### src/rtl/spi_pkg.sv
// Shared types for the SPI host-link byte engine.
package spi_pkg;

  typedef enum logic {
    IDLE  = 1'b0,
    SHIFT = 1'b1
  } spi_state_e;

  localparam int SPI_BYTE_WIDTH = 8;

endpackage

### src/rtl/spi_byte_rx.sv
// SPI mode-0 slave byte engine: MSB-first rx assembly and tx reply shifting,
// driven by system-clock SCLK edge enables.
module spi_byte_rx
  import spi_pkg::*;
#(
  parameter int BYTE_WIDTH = SPI_BYTE_WIDTH,
  parameter int CNT_WIDTH  = 16
) (
  input  logic                  clk_in,
  input  logic                  rst_in,
  input  logic                  spi_sclk_rising_in,
  input  logic                  spi_sclk_falling_in,
  input  logic                  spi_cs_n_in,
  input  logic                  spi_mosi_in,
  input  logic [BYTE_WIDTH-1:0] tx_data_in,
  output logic                  spi_miso_out,
  output logic [BYTE_WIDTH-1:0] byte_data_out,
  output logic                  byte_rdy_out,
  output logic [CNT_WIDTH-1:0]  byte_cnt_out,
  output logic                  frame_start_out,
  output logic                  frame_end_out
);

  localparam int             BCW      = (BYTE_WIDTH > 1) ? $clog2(BYTE_WIDTH) : 1;
  localparam logic [BCW-1:0] BIT_LAST = BCW'(BYTE_WIDTH - 1);

  spi_state_e state_q, state_d;
  logic armed_q, armed_d;
  logic frame_start_q, frame_start_d;
  logic frame_end_q, frame_end_d;

  logic [BYTE_WIDTH-1:0] rx_sr_q, rx_sr_d;
  logic [BCW-1:0]        bit_cnt_q, bit_cnt_d;
  logic [BYTE_WIDTH-1:0] byte_data_q, byte_data_d;
  logic                  byte_rdy_q, byte_rdy_d;

  logic [BYTE_WIDTH-1:0] tx_sr_q, tx_sr_d;
  logic                  seen_rise_q, seen_rise_d;

  logic [CNT_WIDTH-1:0]  byte_cnt_q, byte_cnt_d;

  logic start_w, stop_w, rise_w, fall_w, wrap_w;

  // CS deassertion takes priority over any edge; rising wins over falling.
  always_comb begin
    start_w = (state_q == IDLE) && !spi_cs_n_in && armed_q;
    stop_w  = (state_q == SHIFT) && spi_cs_n_in;
    rise_w  = (state_q == SHIFT) && !spi_cs_n_in && spi_sclk_rising_in;
    fall_w  = (state_q == SHIFT) && !spi_cs_n_in && spi_sclk_falling_in && !spi_sclk_rising_in;
    wrap_w  = rise_w && (bit_cnt_q == BIT_LAST);
  end

  // armed_q blocks a frame from starting until CS has been seen high after
  // reset, so a reset mid-frame cannot resync onto the tail of that frame.
  always_comb begin
    state_d       = state_q;
    armed_d       = armed_q | spi_cs_n_in;
    frame_start_d = start_w;
    frame_end_d   = stop_w;
    if (start_w) state_d = SHIFT;
    if (stop_w)  state_d = IDLE;
  end

  always_ff @(posedge clk_in) begin
    if (rst_in) begin
      state_q       <= IDLE;
      armed_q       <= 1'b0;
      frame_start_q <= 1'b0;
      frame_end_q   <= 1'b0;
    end else begin
      state_q       <= state_d;
      armed_q       <= armed_d;
      frame_start_q <= frame_start_d;
      frame_end_q   <= frame_end_d;
    end
  end

  always_comb begin
    rx_sr_d     = rx_sr_q;
    bit_cnt_d   = bit_cnt_q;
    byte_data_d = byte_data_q;
    byte_rdy_d  = 1'b0;
    if (start_w) begin
      rx_sr_d   = '0;
      bit_cnt_d = '0;
    end else if (rise_w) begin
      rx_sr_d   = {rx_sr_q[BYTE_WIDTH-2:0], spi_mosi_in};
      bit_cnt_d = wrap_w ? '0 : bit_cnt_q + BCW'(1);
      if (wrap_w) begin
        byte_data_d = {rx_sr_q[BYTE_WIDTH-2:0], spi_mosi_in};
        byte_rdy_d  = 1'b1;
      end
    end
  end

  always_ff @(posedge clk_in) begin
    if (rst_in) begin
      rx_sr_q     <= '0;
      bit_cnt_q   <= '0;
      byte_data_q <= '0;
      byte_rdy_q  <= 1'b0;
    end else begin
      rx_sr_q     <= rx_sr_d;
      bit_cnt_q   <= bit_cnt_d;
      byte_data_q <= byte_data_d;
      byte_rdy_q  <= byte_rdy_d;
    end
  end

  // A falling edge at a byte boundary loads the next reply; the very first
  // falling edge of a frame never does, the frame-start load covers it.
  always_comb begin
    tx_sr_d     = tx_sr_q;
    seen_rise_d = seen_rise_q;
    if (start_w) begin
      tx_sr_d     = tx_data_in;
      seen_rise_d = 1'b0;
    end else if (rise_w) begin
      seen_rise_d = 1'b1;
    end else if (fall_w) begin
      if ((bit_cnt_q == '0) && seen_rise_q) tx_sr_d = tx_data_in;
      else                                  tx_sr_d = {tx_sr_q[BYTE_WIDTH-2:0], 1'b0};
    end
  end

  always_ff @(posedge clk_in) begin
    if (rst_in) begin
      tx_sr_q     <= '0;
      seen_rise_q <= 1'b0;
    end else begin
      tx_sr_q     <= tx_sr_d;
      seen_rise_q <= seen_rise_d;
    end
  end

  always_comb begin
    byte_cnt_d = byte_cnt_q;
    if (start_w)     byte_cnt_d = '0;
    else if (wrap_w) byte_cnt_d = byte_cnt_q + CNT_WIDTH'(1);
  end

  always_ff @(posedge clk_in) begin
    if (rst_in) byte_cnt_q <= '0;
    else        byte_cnt_q <= byte_cnt_d;
  end

  assign spi_miso_out    = (state_q == SHIFT) && tx_sr_q[BYTE_WIDTH-1];
  assign byte_data_out   = byte_data_q;
  assign byte_rdy_out    = byte_rdy_q;
  assign byte_cnt_out    = byte_cnt_q;
  assign frame_start_out = frame_start_q;
  assign frame_end_out   = frame_end_q;

endmodule

### config.mk
export PLATFORM = sky130hd
export DESIGN_NAME = spi_byte_rx
export DESIGN_NICKNAME = d
export VERILOG_FILES = /design/src/rtl/spi_pkg.sv /design/src/rtl/spi_byte_rx.sv
export SDC_FILE = /design/constraint.sdc
export NUM_CORES = 1
export LEC_CHECK = 0
export ABC_AREA = 1
export ABC_CLOCK_PERIOD_IN_PS = 1400
export BUFFER_PORTS_ARGS = -buffer_cell sky130_fd_sc_hd__buf_2
export CAP_MARGIN = 40
export CORE_ASPECT_RATIO = 0.75
export CORE_UTILIZATION = 49
export DETAILED_ROUTE_END_ITERATION = 6
export PLACE_DENSITY_LB_ADDON = 0.15
export SLEW_MARGIN = 20
export SYNTH_ARGS = -nofsm -noshare
export SYNTH_HDL_FRONTEND = slang
export SYNTH_SLANG_ARGS = --single-unit
### constraint.sdc
create_clock -name clk_in -period 1.4 [get_ports clk_in]
set_clock_uncertainty 0.1 [all_clocks]
set_input_delay 0.07 -clock clk_in [delete_from_list [all_inputs] [get_ports clk_in]]
set_output_delay 0.07 -clock clk_in [all_outputs]
set_load 0.03 [all_outputs]
==> summary.txt <==
DIE HEIGHT - 58.9 microns
RSZ-0062 raised after global routing - true
clock sink total - 48
#FFs+latches synth - 48
pins over their slew limit - 0
clock-pin slew on the worst setup and hold paths - 0.10 ns
Mapped Cells - 292
Global Route Usage Sum - 23.3%
Critical Path Most Common Cell - ha_4
critical path type - reg -> reg
global-route wire length before repair - 8220 microns
largest net degree at the start of global routing - 17
Final Power - 2.54 mW
clk root buf - clkbuf_8
Std-Cell Rows - 20
Setup violations, final - 14
critical path endpoint category - flop
fmax - 662 MHz
I/O pin cnt - 42
initial antenna violation count - 0
Synthesized Nets - 310
Util after Layout - 70.4%
Avg Vias per Cell - 5.00
post-synth cell types - 25
mapped cell area - 2120 sq um
final net count - 380
Port Buffer Count - 41
grt ovf - 0
FF-to-FF End - byte_cnt_out[7]$_SDFFE_PP0P_
PwrDens - 880 nW/um^2
Place WS - -0.0659 ns
core area - 4100 sq um
Routed WL - 5010 microns
ant diodes - 0
worst setup margin - -0.111 ns
crit path DAT - 1.62 ns
HPWL Detailed - 3360 microns
crit-path max cell delay - 0.36 ns
Worst slew margin - 77.5%
violated checks - negative setup slack
Largest delay share family, worst path - simple AND/OR/NAND/NOR gates
worst-skew pair later-pin latency - 0.30 ns
Worst-Margin Slew - 0.337 ns
CTS tree - yes
VDD IR max - 616 uV
part of the Yosys area used for sequential elements - 45.4%
sequential cell area - 977 sq um
die width - 77.9 microns
most common cell after layout, fill and taps aside - nand2_1
crit share post-route - 108%
Startpoint Class - flop
clock tree buffer depth - 2
Initial DRC Count - 94
Worst path slowest cell - dfxtp_2
hold depth - 4
syn avg cell area - 7.25 sq um
Num CTS Buffers - 5
reg2reg path depth - 8
Final Hold Vio Count - 0
layout cells sized above 1 - 34.2%
outcome - finished with violations
CP required - 1.51 ns
initial core utilization - 51.6%
FF-to-FF setup slack - -0.11 ns
critical path depth - 8
Routability Congestion - 0.859
Syn-to-layout area delta - 36.4%
WHS Endpoint - tx_sr_q[0]$_SDFFE_PP0P_
multi-input logic area - 1120 sq um
HP Class - in -> reg
Buf/Inv on CP - 1
H-Tree Depth - 2
fin cells - 418
yosys warns - 0
Period minus WS final - 1.51 ns
number of global-route vias before repair - 1868
LEAKAGE - 1.26 nW
Max FO, Critical Path - 6
DP Cell Count - 400
commonest cells after routing, fill and taps aside - 68 x nand2_1, 41 x buf_2, 39 x dfxtp_1
die area - 4590 sq um
1st-pass router iterations - 4
wire per inst - 12.0 microns
crit path cell chain - ha_4, ha_4, nand4_4, buf_6, nor2_8, nand2_2, o21ai_1, nor2_1
drt drc - 0
Routed Antenna Nets - 0
Max Cap Viol - 0
fillcell total - 347
Hold Path Origin - spi_sclk_falling_in
via count - 2088
Reg2Reg Launch Point - bit_cnt_q[0]$_SDFFE_PP0P_
Yosys cell counts:
cell / instances / share of area, %
a211oi_1: 3 / 1.1
a21oi_1: 29 / 6.9
and3_1: 7 / 2.1
buf_2: 4 / 0.95
buf_4: 2 / 0.71
buf_6: 2 / 1.1
clkbuf_1: 1 / 0.18
clkinv_2: 1 / 0.24
dfxtp_1: 48 / 45
ha_1: 4 / 2.4
inv_1: 27 / 4.8
inv_2: 5 / 0.89
nand2_1: 73 / 13
nand2_2: 3 / 0.89
nand3_1: 16 / 3.8
nand3_2: 2 / 0.95
nand4_1: 7 / 2.1
nand4_2: 1 / 0.59
nor2_1: 35 / 6.2
nor2_2: 1 / 0.30
nor2_8: 1 / 0.95
nor3_1: 8 / 1.9
nor3b_1: 1 / 0.35
o21ai_0: 9 / 2.1
o21ai_1: 2 / 0.47
how the worst max path moves through the flow:
stage	start	end	slack, ns
global placement	bit_cnt_q[1]$_SDFFE_PP0P_	byte_cnt_out[7]$_SDFFE_PP0P_	-0.04
CTS	bit_cnt_q[1]$_SDFFE_PP0P_	byte_cnt_out[4]$_SDFFE_PP0P_	-0.07
floorplan	byte_cnt_out[0]$_SDFFE_PP0P_	byte_cnt_out[10]$_SDFFE_PP0P_	-0.01
global route	bit_cnt_q[1]$_SDFFE_PP0P_	byte_cnt_out[4]$_SDFFE_PP0P_	-0.18
finish	bit_cnt_q[0]$_SDFFE_PP0P_	byte_cnt_out[7]$_SDFFE_PP0P_	-0.11
detailed placement	bit_cnt_q[1]$_SDFFE_PP0P_	byte_cnt_out[4]$_SDFFE_PP0P_	-0.07
kinds of logic after synthesis:
family          synth area share, %
compound gates                 10.5
fa+ha+maj                      2.36
simple gates                   33.0
flops                          45.4
buf+inv                        8.80
metrics by stage:
stage | hold slack, ns | area (sq um) | setup TNS [ns]
6_report | 0.00381 | 2890 | -0.834
5_1_grt | 0.0124 | 2890 | -2.56
4_1_cts | 0.00176 | 2790 | -0.502
3_5_place_dp | 0.184 | 2570 | -0.372
3_3_place_gp | 0.187 | 2570 | -0.155
2_1_floorplan | 0.0391 | 2200 | -0.0155
where the power goes:
group          switching (mW)  internal, mW  total [mW]
combinational           0.105        0.0769       0.182
sequential             0.0130          1.38        1.40
clock                   0.499         0.467       0.966
flip-flops by register name, summed over array words and instances (netlist names), 3 cells and up:
signal / count
bit_cnt_q: 3
byte_cnt_out: 16
byte_data_out: 8
rx_sr_q: 7
tx_sr_q: 8
cell type report:
| class | instances | area share [%] |
|---|---|---|
| inverter | 33 | 4.89 |
| timing repair inverter | 1 | 0.303 |
| clock inverter | 2 | 0.606 |
| timing repair buffer | 71 | 16.1 |
| multi-input combinational | 202 | 38.6 |
| clock buffer | 6 | 3.25 |
| sequential | 48 | 33.8 |
| tap | 55 | 2.38 |
metal layers:
metal	wire length [microns]	global-route usage, %	up-vias
li1	-	-	1097
met1	2500	30.9	939
met2	2220	37.3	43
met3	224	5.12	9
met4	64	9.26	0
met5	0	0	-
timing repair:
action | 4_1_cts | 5_1_grt
resized for setup | 13 | 19
endpoints found under the setup margin | 23 | 30
buffers inserted | 2 | 4
endpoints found under the hold margin | 4 | 0
pin swaps | 3 | 15
gates cloned | 1 | 0
hold buffers | 3 | 0
worst register-to-register path: cells and delay by family (launching register included):
family,cells,cell delay [ns]
buf+inv,1,0.19
compound gates,1,0.12
simple gates,4,0.39
fa+ha+maj,2,0.27
flops,1,0.36
No activity file was read; power rests on OpenSTA's default activity.
